$ cat config.mk
export PLATFORM = sky130hd
export DESIGN_NAME = uart_tx_fifo
export DESIGN_NICKNAME = d
export VERILOG_FILES = /design/src/rtl/uart_pkg.sv /design/src/rtl/uart_baud_gen.sv /design/src/rtl/uart_tx_fifo.sv
export SDC_FILE = /design/constraint.sdc
export NUM_CORES = 1
export LEC_CHECK = 0
export ABC_AREA = 1
export CORE_MARGIN = 2
export CORE_UTILIZATION = 30
export CTS_CLUSTER_DIAMETER = 60
export DETAILED_ROUTE_END_ITERATION = 8
export GPL_TIMING_DRIVEN = 0
export PLACE_DENSITY_LB_ADDON = 0.12
export SLEW_MARGIN = 10
export SYNTH_ARGS = -nofsm -noshare
export SYNTH_HDL_FRONTEND = slang
export SYNTH_SLANG_ARGS = --single-unit
$ cat constraint.sdc
create_clock -name clk -period 4 [get_ports clk]
set_input_delay 0.8 -clock clk [delete_from_list [all_inputs] [get_ports clk]]
set_output_delay 0.8 -clock clk [all_outputs]
set_load 0.005 [all_outputs]
$ cat src/rtl/uart_pkg.sv
// rtl/uart_pkg.sv - shared UART types and default constants
package uart_pkg;

  typedef enum logic [2:0] {IDLE, LOAD, START, DATA, STOP} uart_tx_state_t;

  localparam int UART_CLK_DIV   = 868;
  localparam int UART_DATA_BITS = 8;

endpackage

$ cat src/rtl/uart_baud_gen.sv
// rtl/uart_baud_gen.sv - reloadable bit-period down-counter, tick while count is zero
module uart_baud_gen
  import uart_pkg::*;
#(
  parameter int CLK_DIV = UART_CLK_DIV
) (
  input  logic clk,
  input  logic rst_n,
  input  logic reload,
  input  logic run,
  output logic tick
);

  localparam int CW = (CLK_DIV > 1) ? $clog2(CLK_DIV) : 1;
  localparam logic [CW-1:0] RELOAD_VAL = CW'(CLK_DIV - 1);

  logic [CW-1:0] cnt_q, cnt_d;

  assign tick = (cnt_q == '0);

  // Reaching zero while running starts the next bit period immediately.
  always_comb begin
    cnt_d = cnt_q;
    if (reload || (run && tick)) begin
      cnt_d = RELOAD_VAL;
    end else if (run) begin
      cnt_d = cnt_q - 1'b1;
    end
  end

  always_ff @(posedge clk) begin
    if (!rst_n) begin
      cnt_q <= '0;
    end else begin
      cnt_q <= cnt_d;
    end
  end

endmodule

$ cat src/rtl/uart_tx_fifo.sv
// rtl/uart_tx_fifo.sv - 8N1 UART transmitter draining a non-FWFT FIFO
module uart_tx_fifo
  import uart_pkg::*;
#(
  parameter int CLK_DIV   = UART_CLK_DIV,
  parameter int DATA_BITS = UART_DATA_BITS,
  parameter int STOP_BITS = 1
) (
  input  logic                 clk,
  input  logic                 rst_n,
  input  logic                 en,
  input  logic                 fifo_empty,
  input  logic [DATA_BITS-1:0] fifo_dout,
  output logic                 fifo_rd_en,
  output logic                 tx,
  output logic                 busy
);

  localparam int IW = (DATA_BITS > 1) ? $clog2(DATA_BITS) : 1;
  localparam logic [IW-1:0] LAST_IDX = IW'(DATA_BITS - 1);

  uart_tx_state_t       state_q, state_d;
  logic                 tx_q, tx_d;
  logic [DATA_BITS-1:0] shift_q, shift_d;
  logic [IW-1:0]        idx_q, idx_d;
  logic                 stop_cnt_q, stop_cnt_d;
  logic                 stop_last;
  logic                 baud_reload, baud_run, baud_tick;

  assign fifo_rd_en  = (state_q == IDLE) & en & ~fifo_empty & rst_n;
  assign tx          = tx_q;
  assign busy        = (state_q != IDLE);
  assign baud_reload = (state_q == LOAD);
  assign baud_run    = (state_q == START) || (state_q == DATA) || (state_q == STOP);
  assign stop_last   = (STOP_BITS == 1) || stop_cnt_q;

  uart_baud_gen #(
    .CLK_DIV(CLK_DIV)
  ) u_baud (
    .clk   (clk),
    .rst_n (rst_n),
    .reload(baud_reload),
    .run   (baud_run),
    .tick  (baud_tick)
  );

  always_comb begin
    state_d    = state_q;
    tx_d       = tx_q;
    shift_d    = shift_q;
    idx_d      = idx_q;
    stop_cnt_d = stop_cnt_q;
    case (state_q)
      IDLE: begin
        tx_d = 1'b1;
        if (fifo_rd_en) state_d = LOAD;
      end
      // FIFO read data is valid only in the cycle after the pop.
      LOAD: begin
        shift_d = fifo_dout;
        tx_d    = 1'b0;
        state_d = START;
      end
      START: begin
        if (baud_tick) begin
          tx_d    = shift_q[0];
          shift_d = shift_q >> 1;
          idx_d   = '0;
          state_d = DATA;
        end
      end
      DATA: begin
        if (baud_tick) begin
          if (idx_q == LAST_IDX) begin
            tx_d       = 1'b1;
            stop_cnt_d = 1'b0;
            state_d    = STOP;
          end else begin
            tx_d    = shift_q[0];
            shift_d = shift_q >> 1;
            idx_d   = idx_q + 1'b1;
          end
        end
      end
      STOP: begin
        if (baud_tick) begin
          if (stop_last) state_d = IDLE;
          else           stop_cnt_d = 1'b1;
        end
      end
      default: state_d = IDLE;
    endcase
  end

  always_ff @(posedge clk) begin
    if (!rst_n) begin
      state_q    <= IDLE;
      tx_q       <= 1'b1;
      shift_q    <= '0;
      idx_q      <= '0;
      stop_cnt_q <= 1'b0;
    end else begin
      state_q    <= state_d;
      tx_q       <= tx_d;
      shift_q    <= shift_d;
      idx_q      <= idx_d;
      stop_cnt_q <= stop_cnt_d;
    end
  end

  assert property (@(posedge clk) fifo_rd_en |-> !fifo_empty);
  assert property (@(posedge clk) state_q inside {IDLE, LOAD, START, DATA, STOP});

endmodule

==> key figures, run 1 <==
Setup path
  – CP cell instances: clkbuf_2, clkinv_1, nor3_1, clkdlybuf4s50_1
  – Worst setup SP type: input port
  – Slowest CP cell: clkdlybuf4s50_1
  – CP Data Required Time: 3200 ps
  – CP max stage delay: 520 ps
  – Kind of critical path: in -> out
  – Crit path capture type: primary output
  – Crit path max-delay family: buffers and inverters
  – Top fanout value on the critical path: 8
  – Worst Path Buf+Inv: 3
  – Arrival time at the worst endpoint: 2020 ps

Clock tree
  – CTS resizes: 0
  – CTS HTree Levels: 1
  – Hold_buf cts: 0
  – Clock Latency Late Sink: 270 ps
  – Clk root buf: clkbuf_8
  – Inserted Clock Buffers: 3
  – Clock transition at path regs: 90 ps
  – TritonCTS clock tree: yes
  – Longest Clk Path Bufs: 2
  – Post-CTS setup buffer count: 0
  – Clk sink count: 25

Pwr
  – Clock share of power: 0.121
  – Pint: 677 uW
  – Power Density: 703 mW/mm^2
  – Seq pwr share: 0.301
  – PnR Total Power: 1280 uW
  – Switching Fraction: 0.471
  – Switching pwr: 602 uW
  – Worst VDD drop: 203 uV
  – Comb pwr share: 0.578
  – Pleak: 0.000775 uW

STA
  – Max Fclk: 354 MHz
  – Actual slew at the worst max-slew pin: 654 ps
  – Unrepaired setup endpoints after global routing: no
  – Hold violation count in the final report: 0
  – Setup violations, final: 0
  – Period minus WS final: 2820 ps
  – Slew Limit Fails: 0
  – Period utilization: 0.706
  – Slew Limit Headroom: 0.564
  – Skew final: 7.46 ps
  – Setup TNS: 0 ps

Global route
  – First-pass GRT wire length: 5960 um
  – Vias in the first global route: 1294
  – Total track usage: 0.126
  – GRT overflow: 0
  – Initial antenna violation count: 0
  – Largest net degree at the start of global routing: 14

Placement
  – Port bufs: 13
  – Detailed Place HPWL: 2500 um
  – RePlAce Congestion: 0.738

Synthesis
  – Sequential fraction of the synthesis area: 0.322
  – Post-synth top area share: 0.322
  – Ys async rst share: 0
  – Post-synth top area cell: dfxtp_1
  – Yosys cell types: 32
  – Net Count, Synth: 231
  – Synthesized flop and latch total: 25
  – Synth Flop Type: dfxtp_1
  – Most frequent cell after synthesis: nand2_1
  – Synthesized cell area: 0.00156 mm^2
  – Yosys warns: 0
  – Post-synth EDFFs: 0
  – Synth Instances: 216
  – Area contributors post-synth: dfxtp_1, nand2_1, nand3_1
  – Syn avg cell area: 7.20 um^2
  – Synth cell count leaders: nand2_1, dfxtp_1, nand3_1

Final layout
  – Number of fill cells: 559
  – ANT cells: 0
  – Layout area overhead: 16.9%
  – Layout cells sized above 1: 0.180
  – Nets: 249

Status
  – Status: finished, final reports clean

Routing
  – Antenna-violating nets left: 0
  – Routed len/inst: 11.2 um
  – Drt pass-1 iters: 4
  – Detailed Route Iter0 Violations: 59
  – Drt total wl: 3400 um
  – Drc violations: 0
  – Total number of vias: 1351
  – Vias/cell: 4.46

Floorplanning
  – Initial cell density of the core: 0.308
  – Rows: 26
  – Die W: 76 um
  – Die Span Y: 76 um
  – Ports: 15
  – Core Box Area: 0.00504 mm^2
  – Total die area: 0.00578 mm^2

Job
  – Max cap viols: 0

Min path
  – Worst Hold Class: reg -> reg
[power groups by stage]
stage	clock [uW]	combinational [uW]	sequential (uW)
2_1_floorplan	0	595	379
3_3_place_gp	0	745	393
3_5_place_dp	0	746	391
4_1_cts	163	750	385
5_1_grt	174	837	397
6_report	155	739	385
[final cells by class]
cell class                 instances  area [um^2]  share of cell area
sequential                        25          500               0.275
multi-input combinational        159          883               0.486
inverter                          25         96.3              0.0530
tap                               70         87.6              0.0482
timing repair buffer              13          130              0.0716
clock buffer                       4         45.0              0.0248
buffer                             7         75.1              0.0413
[worst register-to-register path, cell delays in order, from the launching register on]
cell,delay (ps)
dfxtp_1,300
inv_1,90
ha_1,200
nand3_1,170
nor2_1,200
nand2_2,150
nand2_8,120
buf_12,140
nand3_2,70
a21oi_2,140
[through the flow]
step | cell area [um^2] | std cells | util | hold WS, ps | setup WS [ps]
floorplan | 1560 | 216 | - | 439 | 1840
global placement | 1770 | 299 | 0.352 | 453 | 1160
detailed placement | 1770 | 299 | 0.352 | 452 | 1160
CTS | 1820 | 303 | 0.361 | 470 | 1150
global route | 1820 | 303 | 0.361 | 490 | 1100
finish | 1820 | 303 | 0.361 | 466 | 1180
[cell families (layout without fill, tap and decap cells)]
group,count (synthesis),count (layout),share of synthesized area
flops,25,25,0.322
fa+ha+maj,3,3,0.0241
simple gates,128,128,0.430
compound gates,25,25,0.0965
xor+xnor,3,3,0.0169
buf+inv,32,49,0.110
[sequential cells by signal (all words and copies together) (netlist names)]
name	flops
idx_q	3
state_q	3
tx	1
shift_q	8
u_baud.cnt_q	10
[metal layers]
metal | routed length [um] | track usage | share of wire | vias to the layer above
met5 | 0 | 0 | 0 | -
met4 | 29 | 0.0382 | 0.0085 | 0
met3 | 61 | 0.0213 | 0.018 | 4
met2 | 1600 | 0.205 | 0.47 | 10
met1 | 1700 | 0.171 | 0.50 | 609
li1 | - | - | - | 728
[layout by cell type, fill, tap and decap left out]
master	synthesis	layout
nand2_4	3	3
a21oi_1	15	15
buf_8	2	2
nand2_2	6	6
nand3_1	22	22
clkinv_1	1	1
clkdlybuf4s50_1	0	13
o21ai_1	1	1
clkbuf_2	1	1
buf_12	1	1
nand3_4	2	2
nor3_2	1	1
ha_1	3	3
buf_6	1	1
clkbuf_8	0	3
nor2_1	20	20
o21bai_1	1	1
dfxtp_1	25	25
a21oi_2	5	5
nor2_2	2	2
inv_4	1	1
clkbuf_1	1	2
nand3_2	8	8
nand2_1	55	55
o21ai_2	1	1
nor2_4	1	1
inv_1	21	21
nand2_8	1	1
o21ai_0	2	2
nand4_1	2	2
xor2_1	3	3
inv_2	2	2
buf_2	1	1
nor3_1	5	5
[final timing paths]
| path | startpoint | endpoint | slack [ps] | depth (start not counted) |
|---|---|---|---|---|
| setup reg to reg | u_baud.cnt_q[0]$_SDFFE_PN0P_ | shift_q[6]$_SDFFE_PN0P_ | 2360 | 9 |
| hold reg to reg | shift_q[0]$_SDFFE_PN0P_ | shift_q[0]$_SDFFE_PN0P_ | 470 | 2 |
| hold / removal | shift_q[0]$_SDFFE_PN0P_ | shift_q[0]$_SDFFE_PN0P_ | 470 | 2 |
| setup / recovery | rst_n | fifo_rd_en | 1180 | 4 |
Note: power is estimated with default switching activity, not from simulation.
==> run 2, diff against run 1 <==
Clock period 4 ns to 2.35 ns, I/O delays scaled along.
==> results of run 2 <==
The final DEF is identical to that of run 1. Status: finished, final reports clean.
Main changes from that run: setup slack after placement 1160 ps -> 167 ps; setup slack after layout 1180 ps -> 187 ps; register-to-register setup slack 2360 ps -> 710 ps; total power 1280 uW -> 2180 uW; worst IR drop on VDD 203 uV -> 345 uV
==> run 3, diff against run 2 <==
Settings changed: ABC_CLOCK_PERIOD_IN_PS set to 2350.
==> results of run 3 <==
The final DEF is identical to that of run 1. Status: finished, final reports clean.
Main changes from that run: setup slack after placement 1160 ps -> 167 ps; setup slack after layout 1180 ps -> 187 ps; register-to-register setup slack 2360 ps -> 710 ps; total power 1280 uW -> 2180 uW; worst IR drop on VDD 203 uV -> 345 uV
